==> src/rtl/gig_eth_mac_tx_v2_if.sv <==
// Client-side byte stream between the TX client and the gigabit MAC transmitter.
interface gig_eth_mac_tx_v2_if;
    logic [7:0] mac_tx_data;
    logic       mac_tx_dvld;
    logic       mac_tx_underrun;
    logic       mac_tx_ack;

    modport master (output mac_tx_data, mac_tx_dvld, mac_tx_underrun, input mac_tx_ack);
    modport slave  (input mac_tx_data, mac_tx_dvld, mac_tx_underrun, output mac_tx_ack);
endinterface

==> src/rtl/gig_eth_mac_tx_v2.sv <==
// Gigabit Ethernet TX MAC: preamble/SFD, optional padding, CRC-32 FCS, IFG
// enforcement, size limits, underrun handling and frame/error statistics.
module gig_eth_mac_tx_v2 #(
    parameter int MAX_FRAME_SIZE_STANDARD = 1522,
    parameter int MAX_FRAME_SIZE_JUMBO    = 9022,
    parameter int MIN_FRAME_SIZE          = 64,
    parameter int IFG_MIN                 = 12,
    parameter int CNT_WIDTH               = 32
) (
    input  logic                 tx_clk,
    input  logic                 reset_n,
    input  logic                 conf_tx_en,
    input  logic                 conf_tx_no_gen_crc,
    input  logic                 conf_tx_jumbo_en,
    input  logic                 conf_tx_pad_en,
    input  logic [7:0]           conf_tx_ifg,
    gig_eth_mac_tx_v2_if.slave   client,
    output logic [7:0]           gmii_txd,
    output logic                 gmii_txen,
    output logic                 gmii_txer,
    output logic [CNT_WIDTH-1:0] stat_tx_frames,
    output logic [CNT_WIDTH-1:0] stat_tx_errors,
    output logic                 tx_busy
);

    localparam logic [13:0] LIM_STD    = 14'(MAX_FRAME_SIZE_STANDARD);
    localparam logic [13:0] LIM_JUMBO  = 14'(MAX_FRAME_SIZE_JUMBO);
    localparam logic [13:0] PAD_TARGET = 14'(MIN_FRAME_SIZE - 4);
    localparam logic [7:0]  IFG_FLOOR  = 8'(IFG_MIN);

    typedef enum logic [3:0] {
        IDLE, PREAMBLE, SFD, DATA, PAD, FCS, ERROR, DROP, IFG
    } state_t;

    state_t      state;
    logic [2:0]  pre_cnt;
    logic [13:0] byte_cnt;
    logic [1:0]  fcs_idx;
    logic [7:0]  ifg_cnt;
    logic [31:0] crc;
    logic        gen_crc_q;
    logic        pad_q;
    logic        jumbo_q;

    logic [13:0] lim;
    logic [7:0]  ifg_eff;
    logic [7:0]  ifg_load;
    logic [31:0] fcs_inv;
    logic [1:0]  fcs_nxt;
    logic        in_payload;
    logic        abort;

    function automatic logic [31:0] crc_byte(input logic [31:0] c, input logic [7:0] d);
        logic [31:0] r;
        r = c ^ {24'd0, d};
        for (int i = 0; i < 8; i++)
            r = r[0] ? ((r >> 1) ^ 32'hEDB8_8320) : (r >> 1);
        return r;
    endfunction

    always_comb begin
        lim        = (jumbo_q ? LIM_JUMBO : LIM_STD) - (gen_crc_q ? 14'd4 : 14'd0);
        ifg_eff    = (conf_tx_ifg < IFG_FLOOR) ? IFG_FLOOR : conf_tx_ifg;
        // IFG state lasts ifg_eff-1 cycles; the IDLE cycle supplies the last gap byte time
        ifg_load   = ifg_eff - 8'd2;
        fcs_inv    = ~crc;
        fcs_nxt    = fcs_idx + 2'd1;
        in_payload = (state == SFD) || (state == DATA);
        abort      = (client.mac_tx_underrun &&
                      ((state == DATA) || (state == PAD) || (state == FCS))) ||
                     (in_payload && client.mac_tx_dvld && (byte_cnt == lim));
    end

    always_ff @(posedge tx_clk or negedge reset_n) begin
        if (!reset_n) begin
            state             <= IDLE;
            pre_cnt           <= '0;
            byte_cnt          <= '0;
            fcs_idx           <= '0;
            ifg_cnt           <= '0;
            crc               <= '1;
            gen_crc_q         <= 1'b0;
            pad_q             <= 1'b0;
            jumbo_q           <= 1'b0;
            gmii_txd          <= '0;
            gmii_txen         <= 1'b0;
            gmii_txer         <= 1'b0;
            client.mac_tx_ack <= 1'b0;
            stat_tx_frames    <= '0;
            stat_tx_errors    <= '0;
            tx_busy           <= 1'b0;
        end else begin
            client.mac_tx_ack <= 1'b0;
            gmii_txer         <= 1'b0;
            if (abort) begin
                state          <= ERROR;
                gmii_txen      <= 1'b1;
                gmii_txer      <= 1'b1;
                gmii_txd       <= 8'h00;
                stat_tx_errors <= stat_tx_errors + 1'b1;
            end else begin
                case (state)
                    IDLE: begin
                        if (client.mac_tx_dvld && conf_tx_en) begin
                            state     <= PREAMBLE;
                            gmii_txd  <= 8'h55;
                            gmii_txen <= 1'b1;
                            tx_busy   <= 1'b1;
                            pre_cnt   <= '0;
                            byte_cnt  <= '0;
                            crc       <= '1;
                            gen_crc_q <= ~conf_tx_no_gen_crc;
                            pad_q     <= conf_tx_pad_en;
                            jumbo_q   <= conf_tx_jumbo_en;
                        end
                    end
                    PREAMBLE: begin
                        if (pre_cnt == 3'd6) begin
                            state             <= SFD;
                            gmii_txd          <= 8'hD5;
                            client.mac_tx_ack <= 1'b1;
                        end else begin
                            pre_cnt <= pre_cnt + 3'd1;
                        end
                    end
                    SFD, DATA: begin
                        if (client.mac_tx_dvld) begin
                            state    <= DATA;
                            gmii_txd <= client.mac_tx_data;
                            crc      <= crc_byte(crc, client.mac_tx_data);
                            byte_cnt <= byte_cnt + 14'd1;
                        end else if (gen_crc_q && pad_q && (byte_cnt < PAD_TARGET)) begin
                            state    <= PAD;
                            gmii_txd <= 8'h00;
                            crc      <= crc_byte(crc, 8'h00);
                            byte_cnt <= byte_cnt + 14'd1;
                        end else if (gen_crc_q) begin
                            state    <= FCS;
                            gmii_txd <= fcs_inv[7:0];
                            fcs_idx  <= '0;
                        end else begin
                            state          <= IFG;
                            gmii_txen      <= 1'b0;
                            gmii_txd       <= 8'h00;
                            ifg_cnt        <= ifg_load;
                            stat_tx_frames <= stat_tx_frames + 1'b1;
                        end
                    end
                    PAD: begin
                        if (byte_cnt == PAD_TARGET) begin
                            state    <= FCS;
                            gmii_txd <= fcs_inv[7:0];
                            fcs_idx  <= '0;
                        end else begin
                            gmii_txd <= 8'h00;
                            crc      <= crc_byte(crc, 8'h00);
                            byte_cnt <= byte_cnt + 14'd1;
                        end
                    end
                    FCS: begin
                        if (fcs_idx == 2'd3) begin
                            state     <= IFG;
                            gmii_txen <= 1'b0;
                            gmii_txd  <= 8'h00;
                            ifg_cnt   <= ifg_load;
                        end else begin
                            fcs_idx  <= fcs_nxt;
                            gmii_txd <= fcs_inv[{fcs_nxt, 3'b000} +: 8];
                            if (fcs_idx == 2'd2)
                                stat_tx_frames <= stat_tx_frames + 1'b1;
                        end
                    end
                    ERROR: begin
                        state     <= DROP;
                        gmii_txen <= 1'b0;
                        gmii_txd  <= 8'h00;
                    end
                    DROP: begin
                        if (!client.mac_tx_dvld) begin
                            state   <= IFG;
                            ifg_cnt <= ifg_load;
                        end
                    end
                    IFG: begin
                        if (ifg_cnt == 8'd0) begin
                            state   <= IDLE;
                            tx_busy <= 1'b0;
                        end else begin
                            ifg_cnt <= ifg_cnt - 8'd1;
                        end
                    end
                    default: begin
                        state     <= IDLE;
                        gmii_txen <= 1'b0;
                        tx_busy   <= 1'b0;
                    end
                endcase
            end
        end
    end

endmodule
==> src/flat_wrapper.sv <==
// flat-port wrapper written by rule: the top's interface ports become plain ports
module gig_eth_mac_tx_v2_flat 
#(
    parameter int MAX_FRAME_SIZE_STANDARD = 1522,
    parameter int MAX_FRAME_SIZE_JUMBO    = 9022,
    parameter int MIN_FRAME_SIZE          = 64,
    parameter int IFG_MIN                 = 12,
    parameter int CNT_WIDTH               = 32
)
  (tx_clk, reset_n, conf_tx_en, conf_tx_no_gen_crc, conf_tx_jumbo_en, conf_tx_pad_en, conf_tx_ifg, gmii_txd, gmii_txen, gmii_txer, stat_tx_frames, stat_tx_errors, tx_busy, client_mac_tx_data, client_mac_tx_dvld, client_mac_tx_underrun, client_mac_tx_ack);
  gig_eth_mac_tx_v2_if client_i ();
  input  logic tx_clk;
  input  logic reset_n;
  input  logic conf_tx_en;
  input  logic conf_tx_no_gen_crc;
  input  logic conf_tx_jumbo_en;
  input  logic conf_tx_pad_en;
  input  logic [7:0] conf_tx_ifg;
  output logic [7:0] gmii_txd;
  output logic gmii_txen;
  output logic gmii_txer;
  output logic [CNT_WIDTH-1:0] stat_tx_frames;
  output logic [CNT_WIDTH-1:0] stat_tx_errors;
  output logic tx_busy;
  input wire logic [$bits(client_i.mac_tx_data)-1:0] client_mac_tx_data;
  input wire logic [$bits(client_i.mac_tx_dvld)-1:0] client_mac_tx_dvld;
  input wire logic [$bits(client_i.mac_tx_underrun)-1:0] client_mac_tx_underrun;
  output wire logic [$bits(client_i.mac_tx_ack)-1:0] client_mac_tx_ack;
  assign client_i.mac_tx_data = client_mac_tx_data;
  assign client_i.mac_tx_dvld = client_mac_tx_dvld;
  assign client_i.mac_tx_underrun = client_mac_tx_underrun;
  assign client_mac_tx_ack = client_i.mac_tx_ack;
  gig_eth_mac_tx_v2 #(.MAX_FRAME_SIZE_STANDARD(MAX_FRAME_SIZE_STANDARD), .MAX_FRAME_SIZE_JUMBO(MAX_FRAME_SIZE_JUMBO), .MIN_FRAME_SIZE(MIN_FRAME_SIZE), .IFG_MIN(IFG_MIN), .CNT_WIDTH(CNT_WIDTH)) u_core (.tx_clk(tx_clk), .reset_n(reset_n), .conf_tx_en(conf_tx_en), .conf_tx_no_gen_crc(conf_tx_no_gen_crc), .conf_tx_jumbo_en(conf_tx_jumbo_en), .conf_tx_pad_en(conf_tx_pad_en), .conf_tx_ifg(conf_tx_ifg), .client(client_i), .gmii_txd(gmii_txd), .gmii_txen(gmii_txen), .gmii_txer(gmii_txer), .stat_tx_frames(stat_tx_frames), .stat_tx_errors(stat_tx_errors), .tx_busy(tx_busy));
endmodule
==> config.mk <==
export PLATFORM = sky130hd
export DESIGN_NAME = gig_eth_mac_tx_v2_flat
export DESIGN_NICKNAME = d
export VERILOG_FILES = /design/src/rtl/gig_eth_mac_tx_v2_if.sv /design/src/rtl/gig_eth_mac_tx_v2.sv /design/src/flat_wrapper.sv
export SDC_FILE = /design/constraint.sdc
export NUM_CORES = 1
export LEC_CHECK = 0
export BUFFER_PORTS_ARGS = -buffer_cell sky130_fd_sc_hd__buf_2
export CAP_MARGIN = 20
export CORE_MARGIN = 2
export CORE_UTILIZATION = 46
export CTS_CLUSTER_SIZE = 10
export DETAILED_ROUTE_END_ITERATION = 6
export GPL_TIMING_DRIVEN = 0
export PLACE_DENSITY_LB_ADDON = 0.3
export SLEW_MARGIN = 5
export SYNTH_ARGS = -nofsm -noshare
export SYNTH_HDL_FRONTEND = slang
export SYNTH_SLANG_ARGS = --single-unit
==> constraint.sdc <==
create_clock -name tx_clk -period 3.4 [get_ports tx_clk]
set_input_delay 1.02 -clock tx_clk [delete_from_list [all_inputs] [get_ports tx_clk]]
set_output_delay 1.02 -clock tx_clk [all_outputs]
set_load 0.01 [all_outputs]
# Word-level counts from Yosys, hierarchy flattened
# Index checks and enable logic that the tools add are counted.
totals:
  register_bits: 142
  latchBits: 0
  ram_bits: 0
  romBits: 0
  elab_cells: 201
  mem_count: 0
op_classes:
  n_addsub: 8
  mul: 0
  div: 0
  n_lt_le_gt_ge: 2
  eq_ne: 38
  shifts: 1
  n_mux: 84
  n_bitwise: 21
  reduce_logical: 31
ops:
  columns: ["operator", "n"]
  rows:
  - ["$mux W32", 25]
  - ["$not A13 Y14", 16]
  - ["$mux W8", 15]
  - ["$pmux W32 S3", 1]
  - ["$mux W14", 5]
  - ["$add A32 B1 Y32 const B", 2]
  - ["$pmux W32 S2", 1]
  - ["$pmux W8 S6", 1]
  - ["$pmux W14 S3", 1]
  - ["$mux W4", 10]
  - ["$not A32 Y32", 1]
  - ["$pmux W4 S8", 1]
  - ["$pmux W8 S4", 1]
  - ["$shiftx A32 B6 Y8", 1]
  - ["$xor A32 B8 Y32", 1]
  - ["$ne A2 B2 Y1 const B", 11]
  - ["$ne A3 B2 Y1 const B", 6]
  - ["$eq A4 B3 Y1 const B", 4]
  - ["$add A14 B1 Y14 const B", 1]
  - ["$eq A14 B14 Y1", 1]
  - ["$eq A14 B6 Y1 const B", 1]
  - ["$lt A14 B6 Y1 const B", 1]
  - ["$reduce_and A7 Y1", 2]
  - ["$sub A14 B14 Y14", 1]
  - ["37 further kinds", 75]

# Longest topological paths before layout
logic_depth:
  depth_word: 19
  ltp_mapped: 11

# Worst setup path before layout
# OpenSTA, ideal clock, no wires.
synth_path:
  kind: "input to register"
  startpoint: "in client_mac_tx_data[5]"
  endpoint: "reg u_core.crc[22]"
  setup_ns: 0.079
  arrival_ns: 2.709
  required_time_ns: 3.321
  setup_slack_ns: 0.612
  stages: 6
  path_buffers: 0
  cell_sequence: "xor2_4 -> xor3_2 -> xor3_1 -> a221o_1 -> a21oi_1 -> o21ai_1"
synth_between:
  elab_chain_len: 12
synth_rtl:
  columns: ["item", "line", "source"]
  rows:
  - ["start: declaration", "flat_wrapper.sv:25", "input wire logic [$bits(client_i.mac_tx_data)-1:0] client_mac_tx_data;"]
  - ["$xor A32 B8 Y32 *", "gig_eth_mac_tx_v2.sv:55", "r = c ^ {24'd0, d};"]
  - ["$mux W32 * (6 in series)", "gig_eth_mac_tx_v2.sv:57", "r = r[0] ? ((r >> 1) ^ 32'hEDB8_8320) : (r >> 1);"]
  - ["$not A13 Y14 (no line)", null, null]
  - ["$mux W32 * (2 in series)", "gig_eth_mac_tx_v2.sv:57", null]
  - ["$mux W32 *", "gig_eth_mac_tx_v2.sv:127", "if (client.mac_tx_dvld) begin"]
  - ["$pmux W32 S3 *", "gig_eth_mac_tx_v2.sv:102", "case (state)"]
  - ["end signal: assignment", "gig_eth_mac_tx_v2.sv:130", "crc <= crc_byte(crc, client.mac_tx_data);"]
  - ["end signal: assignment", "gig_eth_mac_tx_v2.sv:135", "crc <= crc_byte(crc, 8'h00);"]
  - ["end signal: assignment", "gig_eth_mac_tx_v2.sv:156", "crc <= crc_byte(crc, 8'h00);"]
  - ["end: declaration", "gig_eth_mac_tx_v2.sv:40", "logic [31:0] crc;"]
# Every way passes the cells marked *; elsewhere a longest branch is shown, timed or not.
# A chain may end at the register's enable or synchronous reset.

# Worst setup path after layout
layout_path:
  startpoint: "reg u_core.fcs_idx[0]"
  endpoint: "reg u_core.gmii_txd[4]"
layout_between:
  elab_chain_len: 5
  word_cells_on_any_way: 6
  classes_between: "add/sub (1); eq/ne (1); shift (1); mux (3)"
layout_rtl:
  columns: ["item", "line", "source"]
  rows:
  - ["start: declaration", "gig_eth_mac_tx_v2.sv:38", "logic [1:0] fcs_idx;"]
  - ["start signal: assignment", "gig_eth_mac_tx_v2.sv:167", "fcs_idx <= fcs_nxt;"]
  - ["$add A2 B1 Y2", "gig_eth_mac_tx_v2.sv:67", "fcs_nxt = fcs_idx + 2'd1;"]
  - ["$shiftx A32 B6 Y8", "gig_eth_mac_tx_v2.sv:168", "gmii_txd <= fcs_inv[{fcs_nxt, 3'b000} +: 8];"]
  - ["$mux W8 *", "gig_eth_mac_tx_v2.sv:161", "if (fcs_idx == 2'd3) begin"]
  - ["$pmux W8 S6 *", "gig_eth_mac_tx_v2.sv:102", null]
  - ["$mux W8 *", "gig_eth_mac_tx_v2.sv:95", "if (abort) begin"]
  - ["end signal: assignment", "gig_eth_mac_tx_v2.sv:129", "gmii_txd <= client.mac_tx_data;"]
  - ["end signal: assignment", "gig_eth_mac_tx_v2.sv:152", "gmii_txd <= fcs_inv[7:0];"]
  - ["end signal: assignment", "gig_eth_mac_tx_v2.sv:168", null]
  - ["end: declaration", "gig_eth_mac_tx_v2.sv:18", "output logic [7:0] gmii_txd,"]
# Marked as above.

==> flow_metrics.tcl <==
set metrics [dict create \
    outcome "finished clean" \
    crit_top_cell "buf_1" \
    p_switching_w 0.00520 \
    cp_slowest_stage_delay_ns 0.70 \
    met1Wirelength_um 10600 \
    synth-seq-cells 142 \
    drc_errors 0 \
    dr_total_vias 7318 \
    power_frac_seq_pct 23.9 \
    setup_slack_ns 0.251 \
    combinationalPowerShare_pct 60.3 \
    cts_buffer_depth 2 \
    required_ns 3.77 \
    drv_cap 0 \
    cts_hold_buf 0 \
    synth_ff_type "dfrtp_1" \
    synth_common_cells "xnor2_1 (127), dfrtp_1 (110), nand2_1 (98)" \
    grt_antenna_before_repair 0 \
    wl_met2_um 10700 \
    hold_viol 0 \
    area_delta_synth_final_pct 16.0 \
    nets 1061 \
    intPower_w 0.00639 \
    fin_setup_tns_ns 0 \
    synth_top_area_cell "dfrtp_1" \
    clockRootBuffer "clkbuf_16" \
    reg2reg_slack_ns 0.25 \
    vdd_ir_drop_max_mv 0.570 \
    grt_start_max_net_pins 76 \
    critPathKind "flip-flop to flip-flop" \
    syn-instance-count 904 \
    num_antenna_cells 0 \
    clock.fmax_mhz 318 \
    cts_resized 0 \
    avgSynthCellArea_sq_um 10.0 \
    worst_slew_pin_slew_ns 1.01 \
    firstDrtPassIters 5 \
    viasPerCell 5.62 \
    core_sq_um 19400 \
    synth_edf_count 0 \
    finalCritPeriodShare_pct 92.6 \
    numPortBuffers 99 \
    finalMaxSlewViolations 0 \
    path_cells "buf_1 > inv_1 > ha_1 > buf_1 > mux4_2 > o221ai_1 > a22o_1" \
    wl_um 23400 \
    rsz0062_at_grt "false" \
    relSlewSlack_pct 32.6 \
    n_fill_cell 1773 \
    post_cts_buffers 0 \
    path_max_fanout 10 \
    finClkSkew_ns 0.0114 \
    synth.area.top_cells "dfrtp_1 (30%), xnor2_1 (12%), dfstp_2 (9.3%)" \
    yosys.area.top_type_share_pct 30.4 \
    synth_area_sq_um 9050 \
    grt_pass1_vias 6974 \
    syn_nets 942 \
    path_buf_inv 3 \
    num_rows 51 \
    synth_cell_type_count 84 \
    synth_warnings 0 \
    clkTransAtPathRegs_ns 0.07 \
    grt_usage_pct 23.2 \
    htree_levels 4 \
    switching_share_pct 44.9 \
    cts_made_buffers 17 \
    die_area_sq_um 20800 \
    async_flop_share_pct 100 \
    synth_seq_area_share_pct 39.7 \
    post_drt_wl_per_cell_um 18.0 \
    power_frac_clock_pct 15.9 \
    routabilityCongestion 0.928 \
    cpMaxStageDelayCell "buf_1" \
    grt_pass1_wl_um 37300 \
    post-place-ws_ns 0.125 \
    crit_path_end_kind "flip-flop" \
    globalRouteOverflowTotal 0 \
    highest_layer "met4" \
    synth.most_common_cell "xnor2_1" \
    cts_tree "done" \
    critPathArrivalTime_ns 3.52 \
    drt_iter0_markers 593 \
    hpwlAfterDp_um 16600 \
    fp.dieW_um 144 \
    leakagePower_nw 4.61 \
    setup_viol 0 \
    dr_wl_met3_um 1430 \
    start_util_pct 46.7 \
    crit_path_start_kind "flip-flop" \
    fin_crit_ns 3.15 \
    ant_nets 0 \
    die_y_um 144 \
    path_delay_family "buffers and inverters" \
    min_path_type "flip-flop to flip-flop" \
    cts_num_sinks 142 \
    clk_latency_ns 0.43 \
    io_pins 100 \
    drive_gt1_share_pct 22.4 \
    power.density_nw_per_um2 1100 \
]
state kept, by name (all words and copies together), names as in the netlist, 2 cells and up:
register and flops:
u_core.state 4, u_core.stat_tx_errors 32, u_core.ifg_cnt 8, u_core.crc 32
u_core.byte_cnt 14, u_core.fcs_idx 2, u_core.pre_cnt 3, u_core.stat_tx_frames 32
u_core.gmii_txd 8
per-stage QoR:
step           area [sq um]  util, %  std cells  hold slack (ns)  total power [W]
5_1_grt               10500     54.1       1301            0.470           0.0124
6_report              10500     54.1       1301            0.464           0.0116
3_5_place_dp           9920     51.1       1269            0.456          0.00962
2_1_floorplan          9050        -        904            0.461          0.00803
4_1_cts               10500     54.1       1301            0.465           0.0115
3_3_place_gp           9880     50.9       1268            0.454          0.00951
metal layers:
metal	up-vias	track usage (%)
li1	3468	-
met1	3560	32.7
met2	248	35.9
met3	42	3.97
met4	0	8.69
met5	-	0
worst register-to-register path, stage by stage (launching register included):
cell and delay [ns]:
dfrtp_1 0.45, buf_1 0.70, inv_1 0.11, ha_1 0.31, buf_1 0.54, mux4_2 0.42, o221ai_1 0.37, a22o_1 0.19
logic make-up after synthesis:
logic type               share of synthesized area (%)
multiplexers                                      2.36
buffers and inverters                             4.37
XOR/XNOR                                          21.6
AO/OA/AOI/OAI                                     13.3
flip-flops                                        39.7
adder cells (fa/ha/maj)                           1.94
AND/OR/NAND/NOR                                   16.7
final timing paths:
| path | startpoint | to | cells after the start |
|---|---|---|---|
| hold / removal | u_core.stat_tx_errors[31] | u_core.stat_tx_errors[31] | 1 |
| hold reg to reg | u_core.stat_tx_errors[31] | u_core.stat_tx_errors[31] | 1 |
| setup reg to reg | u_core.fcs_idx[0] | u_core.gmii_txd[4] | 7 |
| max in group asynchronous | reset_n | u_core.byte_cnt[3] | 2 |
| min in group asynchronous | reset_n | u_core.stat_tx_errors[21] | 1 |
| setup / recovery | u_core.fcs_idx[0] | u_core.gmii_txd[4] | 7 |
layout by cell type, fill, tap and decap left out, drive strengths merged, types with 4 or more instances in the layout:
master,count
a211oi,6
a21oi,27
a221o,4
a221oi,20
a22o,9
a31oi,7
and2,9
and3,15
and4,8
buf,119
clkbuf,43
clkinv,4
dfrtp,110
dfstp,32
ha,14
inv,33
mux4,8
nand2,98
nand2b,4
nand3,23
nand4,21
nor2,53
nor2b,4
nor3,26
nor4,9
o211ai,5
o21ai,47
o221ai,13
o22ai,7
or4,5
or4b,4
xnor2,133
xor2,60
xor3,4
power by group through the flow:
| stage | logic [W] | clock network [W] | registers (W) |
|---|---|---|---|
| 2_1_floorplan | 0.00532 | 0 | 0.00271 |
| 3_3_place_gp | 0.00674 | 0 | 0.00277 |
| 3_5_place_dp | 0.00684 | 0 | 0.00278 |
| 4_1_cts | 0.00689 | 0.00188 | 0.00276 |
| 5_1_grt | 0.00755 | 0.00198 | 0.00284 |
| 6_report | 0.00699 | 0.00184 | 0.00277 |
layout make-up:
| class | instances | area [sq um] | area share, % |
|---|---|---|---|
| buffer | 44 | 305 | 2.91 |
| clock buffer | 18 | 439 | 4.18 |
| clock inverter | 14 | 144 | 1.37 |
| inverter | 24 | 90.1 | 0.858 |
| multi-input combinational | 694 | 5070 | 48.3 |
| sequential | 142 | 3590 | 34.2 |
| tap | 265 | 332 | 3.16 |
| timing repair buffer | 100 | 529 | 5.04 |
(Power assumes the default switching activity.)
